`config.mk`:
```
export PLATFORM = sky130hd
export DESIGN_NAME = fetch_unit
export DESIGN_NICKNAME = d
export VERILOG_FILES = /design/src/rtl/fetch_unit.sv
export SDC_FILE = /design/constraint.sdc
export NUM_CORES = 1
export LEC_CHECK = 0
export CAP_MARGIN = 20
export CELL_PAD_IN_SITES_DETAIL_PLACEMENT = 0
export CELL_PAD_IN_SITES_GLOBAL_PLACEMENT = 2
export CORE_ASPECT_RATIO = 0.75
export CORE_MARGIN = 1.5
export CORE_UTILIZATION = 22
export CTS_BUF_LIST = sky130_fd_sc_hd__clkbuf_4
export DETAILED_ROUTE_END_ITERATION = 10
export PLACE_DENSITY = 0.79
export SKIP_LAST_GASP = 1
export SYNTH_ARGS = -nofsm -noshare
export SYNTH_HDL_FRONTEND = slang
export SYNTH_SLANG_ARGS = --single-unit
```
`constraint.sdc`:
```
create_clock -name CLK -period 1.8 [get_ports CLK]
set_clock_uncertainty 0.15 [all_clocks]
set_input_delay 0.36 -clock CLK [delete_from_list [all_inputs] [get_ports CLK]]
set_output_delay 0.36 -clock CLK [all_outputs]
set_load 0.1 [all_outputs]
```
`src/rtl/fetch_unit.sv`:
```
// Instruction fetch stage: PC register, redirect capture across imem misses, HALT freeze and IF/ID latch.
// Optional saturating performance counters are built when FETCH_PERF_CNT_EN is defined.
module fetch_unit #(
  parameter logic [31:0] PC_INIT = 32'h0000_0000
) (
  input  logic        CLK,
  input  logic        nRST,
  input  logic        pc_en,
  input  logic [1:0]  pc_src,
  input  logic        branch_sel,
  input  logic [31:0] branch_target,
  input  logic [31:0] jump_target,
  input  logic [31:0] jr_target,
  input  logic        flushed1,
  input  logic        id_en1,
  input  logic        halt,
  input  logic        ihit,
  input  logic [31:0] imemload,
  output logic        imemREN,
  output logic [31:0] imemaddr,
  output logic [31:0] instr_out,
  output logic [31:0] pc4_out,
  output logic        valid_out,
  output logic [31:0] fetch_cnt,
  output logic [31:0] bubble_cnt
);

  typedef enum logic [1:0] {
    FETCH      = 2'd0,
    WAIT_REDIR = 2'd1,
    HALTED     = 2'd2
  } state_e;

  typedef enum logic [1:0] {
    SRC_PC4    = 2'b00,
    SRC_BRANCH = 2'b01,
    SRC_JUMP   = 2'b10,
    SRC_JR     = 2'b11
  } pc_src_e;

  state_e      state_q, state_d;
  logic [31:0] pc_q, pc_d;
  logic [31:0] pend_q, pend_d;
  logic [31:0] instr_q, instr_d;
  logic [31:0] pc4o_q, pc4o_d;
  logic        valid_q, valid_d;

  logic [31:0] pc4;
  logic        redirect;
  logic [31:0] target;

  assign pc4      = pc_q + 32'd4;
  assign imemaddr = pc_q;
  assign imemREN  = (state_q != HALTED);

  always_comb begin
    redirect = 1'b0;
    target   = pc4;
    case (pc_src_e'(pc_src))
      SRC_BRANCH: begin
        redirect = branch_sel;
        target   = branch_sel ? branch_target : pc4;
      end
      SRC_JUMP: begin
        redirect = 1'b1;
        target   = jump_target;
      end
      SRC_JR: begin
        redirect = 1'b1;
        target   = jr_target;
      end
      default: begin
        redirect = 1'b0;
        target   = pc4;
      end
    endcase
  end

  always_comb begin
    state_d = state_q;
    pc_d    = pc_q;
    pend_d  = pend_q;
    instr_d = instr_q;
    pc4o_d  = pc4o_q;
    valid_d = valid_q;

    // IF/ID is frozen once halted; otherwise flush outranks any load.
    if (state_q != HALTED) begin
      if (flushed1) begin
        instr_d = '0;
        valid_d = 1'b0;
      end else if (id_en1 && ihit) begin
        if (state_q == FETCH) begin
          instr_d = imemload;
          pc4o_d  = pc4;
          valid_d = 1'b1;
        end else begin
          instr_d = '0;
          valid_d = 1'b0;
        end
      end
    end

    case (state_q)
      FETCH: begin
        if (halt) begin
          state_d = HALTED;
        end else if (pc_en) begin
          if (ihit) begin
            pc_d = target;
          end else if (redirect) begin
            pend_d  = target;
            state_d = WAIT_REDIR;
          end
        end
      end
      WAIT_REDIR: begin
        if (halt) begin
          state_d = HALTED;
        end else if (pc_en && ihit) begin
          pc_d    = pend_q;
          state_d = FETCH;
        end
      end
      HALTED: begin
        state_d = HALTED;
      end
      default: begin
        state_d = FETCH;
      end
    endcase
  end

  always_ff @(posedge CLK) begin
    if (!nRST) begin
      state_q <= FETCH;
      pc_q    <= PC_INIT;
      pend_q  <= '0;
      instr_q <= '0;
      pc4o_q  <= '0;
      valid_q <= 1'b0;
    end else begin
      state_q <= state_d;
      pc_q    <= pc_d;
      pend_q  <= pend_d;
      instr_q <= instr_d;
      pc4o_q  <= pc4o_d;
      valid_q <= valid_d;
    end
  end

  assign instr_out = instr_q;
  assign pc4_out   = pc4o_q;
  assign valid_out = valid_q;

`ifdef FETCH_PERF_CNT_EN
  logic        fetch_inc, bubble_inc;
  logic [31:0] fetch_cnt_q, fetch_cnt_d;
  logic [31:0] bubble_cnt_q, bubble_cnt_d;

  assign fetch_inc  = (state_q == FETCH) && !flushed1 && id_en1 && ihit;
  assign bubble_inc = (state_q != HALTED) &&
                      (flushed1 || (id_en1 && ihit && (state_q == WAIT_REDIR)));

  always_comb begin
    fetch_cnt_d  = fetch_cnt_q;
    bubble_cnt_d = bubble_cnt_q;
    if (fetch_inc && (fetch_cnt_q != '1)) begin
      fetch_cnt_d = fetch_cnt_q + 32'd1;
    end
    if (bubble_inc && (bubble_cnt_q != '1)) begin
      bubble_cnt_d = bubble_cnt_q + 32'd1;
    end
  end

  always_ff @(posedge CLK) begin
    if (!nRST) begin
      fetch_cnt_q  <= '0;
      bubble_cnt_q <= '0;
    end else begin
      fetch_cnt_q  <= fetch_cnt_d;
      bubble_cnt_q <= bubble_cnt_d;
    end
  end

  assign fetch_cnt  = fetch_cnt_q;
  assign bubble_cnt = bubble_cnt_q;
`else
  assign fetch_cnt  = '0;
  assign bubble_cnt = '0;
`endif

endmodule

```
==> impl_metrics.yaml <==
yosys:
  yosys_warnings: 0
  ys_seq_area_share_pct: 35.6
  synth_compound_area_share_pct: 26.3
  syn-cell-area_mm2: 0.00736
  ys.flop_type: "dfxtp_1"
  avgSynthCellArea_um2: 7.83
  synthMuxAreaShare_pct: 3.55
  synth_edf_count: 0
  ys_ff_latch: 131
  synth_fa_ha_area_share_pct: 0.170
  synth_xor_area_share_pct: 3.09
  synth-simple-area-share_pct: 19.5
  synth_cell_types: 65
  async_flop_share_pct: 0
  synthCells: 940
  synth_top_family_by_area: "compound AO/OA/AOI/OAI gates"
cts:
  cts_tree: "yes"
  cts_max_path_buffers: 2
  clock_sinks: 131
  cts-root-buf: "clkbuf_4"
  cts_max_level: 4
  insertion_delay_ns: 0.58
  ctsHoldBuffers: 0
  numCtsBuffers: 17
  clk_pin_slew_ns: 0.13
global_route:
  grtUsageTotal_pct: 18.4
  grt_pass1_wl_um: 48800
  overflow: 0
  antenna_found_initial: 3
  grt_pass1_vias: 8115
  grt_max_degree: 40
layout:
  regArea_mm2: 0.00274
  multi_input_area_mm2: 0.00499
  drive_gt1_share_pct: 39.6
  fill_cells: 3199
  stdcell_count: 1826
  syn_to_final_growth_pct: 97.3
  nets: 1507
sta:
  maxSlewViolCount: 0
  fmax_ghz: 0.507
  tightest_slew_ns: 0.544
  period_minus_slack_ns: 1.97
  finalHoldViolCount: 0
  rsz0062_at_grt: "true"
  post-route-period-util_pct: 110
  fin_ws_ns: -0.171
  slew_headroom_pct: 63.3
  finalSetupViolations: 45
outcome:
  status: "finished with violations"
  violations: "setup timing"
place:
  io_buffers: 235
  dp_slack_ns: -0.637
  dpl.cell_count: 1727
  place_hpwl_um: 25400
  gp_congestion: 0.872
worst_hold_path:
  hp-class: "input pin to register"
  hp-start: "imemload[6]"
  hold_depth: 3
  hold_end: "instr_out[6]$_SDFFE_PN0P_"
pwr:
  power.leakage_nw: 5.84
  irDropWorstVdd_v: 0.000353
  p_per_area_mw_per_mm2: 609
setup_path:
  startpoint_type: "register"
  r2r_cells: 9
  worstPathRequired_ns: 2.17
  worstReg2RegEnd: "pend_q[4]$_SDFFE_PN0P_"
  endpoint_kind: "register"
  rrSetupSlack_ns: -0.17
  arrival_ns: 2.34
  timing.rr.start: "imemaddr[2]$_SDFFE_PN0P_"
  cp_max_fo: 3
  worstSetupPathType: "register to register"
floorplan:
  core-area_mm2: 0.0327
  die_y_um: 161
  row_count: 57
  die_x_um: 214
  num_io_pins: 300
  start_util_pct: 22.5
  dieArea_mm2: 0.0346
job:
  maxCapViolations: 0
routing:
  drt-total-wl_um: 34100
  firstDrtPassIters: 8
  wl_per_cell_um: 18.7
  routed_via_density: 4.77
  drt-initial-drc-count: 693
  drc: 0
  vias: 8713
  drt.antenna.violating_nets: 0
cells in the final DEF (no fill, tap or decap), drive strengths merged, types with 7 or more instances in the layout:
cell           instances
buf                  349
clkdlybuf4s50        135
dfxtp                131
nor2                 106
nand2                100
a21oi                 85
conb                  64
o21ai                 57
a22oi                 32
mux2i                 25
a211oi                23
xnor2                 23
clkbuf                22
inv                   16
a221oi                16
nor3                  16
nand4                 13
nand3                 12
o31ai                 12
a22o                  10
nor2b                 10
nor4                   9
and3                   7
through the flow:
stage | utilization, % | power [mW] | hold slack (ns) | area, µm² | TNS [ns]
after CTS | 41.5 | 8.76 | 0.226 | 13500 | -3.40
after global placement | 38.3 | 6.04 | 0.294 | 12500 | -51.06
after global routing | 44.4 | 9.20 | 0.233 | 14500 | -8.22
after floorplan | - | 4.96 | 0.282 | 7820 | -4.41
after detailed placement | 38.3 | 6.05 | 0.300 | 12500 | -56.67
final | 44.5 | 8.85 | 0.261 | 14500 | -3.95
layout make-up:
type / instances / share of cell area (%)
clock inverter: 15 / 1.62
sequential: 131 / 18.8
inverter: 14 / 0.362
antenna: 3 / 0.0517
timing repair buffer: 489 / 40.1
multi-input combinational: 715 / 34.4
clock buffer: 17 / 0.879
tap: 442 / 3.81
flip-flops by register name, summed over array words and instances (netlist names):
name	count
valid_out	1
imemaddr	32
state_q	2
pend_q	32
pc4_out	32
instr_out	32
power breakdown:
group / switching [mW] / internal, mW
Combinational: 1.97 / 1.18
Clock: 1.25 / 1.37
Sequential: 0.105 / 2.98
Total: 3.32 / 5.53
what timing repair did:
action / 4_1_cts / 5_1_grt
buffers inserted: 29 / 45
setup endpoints to repair: 117 / 106
pin swaps: 50 / 96
gates resized for setup: 100 / 139
cloned: 1 / 5
how the worst max path moves through the flow:
stage | from | to | slack, ns | depth (start not counted)
2_1_floorplan | imemaddr[15]$_SDFFE_PN0P_ | imemaddr[31]$_SDFFE_PN0P_ | -0.30 | 6
3_3_place_gp | halt | pend_q[23]$_SDFFE_PN0P_ | -0.60 | 7
3_5_place_dp | halt | pend_q[23]$_SDFFE_PN0P_ | -0.64 | 7
4_1_cts | imemaddr[2]$_SDFFE_PN0P_ | imemaddr[16]$_SDFFE_PN0P_ | -0.15 | 7
5_1_grt | imemaddr[2]$_SDFFE_PN0P_ | imemaddr[16]$_SDFFE_PN0P_ | -0.28 | 7
6_report | imemaddr[2]$_SDFFE_PN0P_ | pend_q[4]$_SDFFE_PN0P_ | -0.17 | 9
critical path, stage by stage, from the launching register on:
cell and delay (ns):
dfxtp_4 0.39, ha_4 0.17, buf_4 0.13, buf_6 0.11, xnor2_4 0.16, a221oi_2 0.29, o22ai_2 0.14, buf_4 0.15
o21a_1 0.15, nor2_1 0.07
layer usage:
layer / GRT usage (%) / vias to the layer above / wire length [µm]
li1: - / 4132 / -
met1: 24.6 / 4210 / 15100
met2: 28.5 / 320 / 15500
met3: 5.48 / 51 / 2750
met4: 5.19 / 0 / 749
met5: 0 / - / 0
Yosys cell counts, types with 5 or more instances:
cell       instances  area share (%)
a211oi_1          23             2.3
a21o_1             6            0.61
a21oi_1           85             5.8
a221oi_1          16             1.9
a22o_1            10             1.2
a22oi_1           32             3.3
a31oi_1            6            0.51
and3_1             7            0.59
buf_1              9            0.46
buf_2             16             1.1
buf_4             67             6.8
clkbuf_1          51             2.6
dfxtp_1          131              36
inv_1             13            0.66
mux2i_1           25             3.4
nand2_1          100             5.1
nand2b_1           5            0.42
nand3_1           11            0.75
nand4_1           13             1.1
nor2_1           106             5.4
nor2b_1           10            0.85
nor3_1            16             1.1
nor4_2             6             1.0
o211ai_1           5            0.51
o21ai_0           56             3.8
o221ai_1           6            0.71
o2bb2ai_1          6            0.71
o31ai_1           12             1.2
xnor2_1           23             2.7
cell families (layout without fill, tap and decap cells):
logic type,count (synthesis),after routing
mux,26,26
xor+xnor,26,26
compound gates,295,295
fa+ha+maj,1,1
flops,131,131
other cells,1,67
buf+inv,157,535
simple gates,303,303
Note: power is estimated with default switching activity, not from simulation.
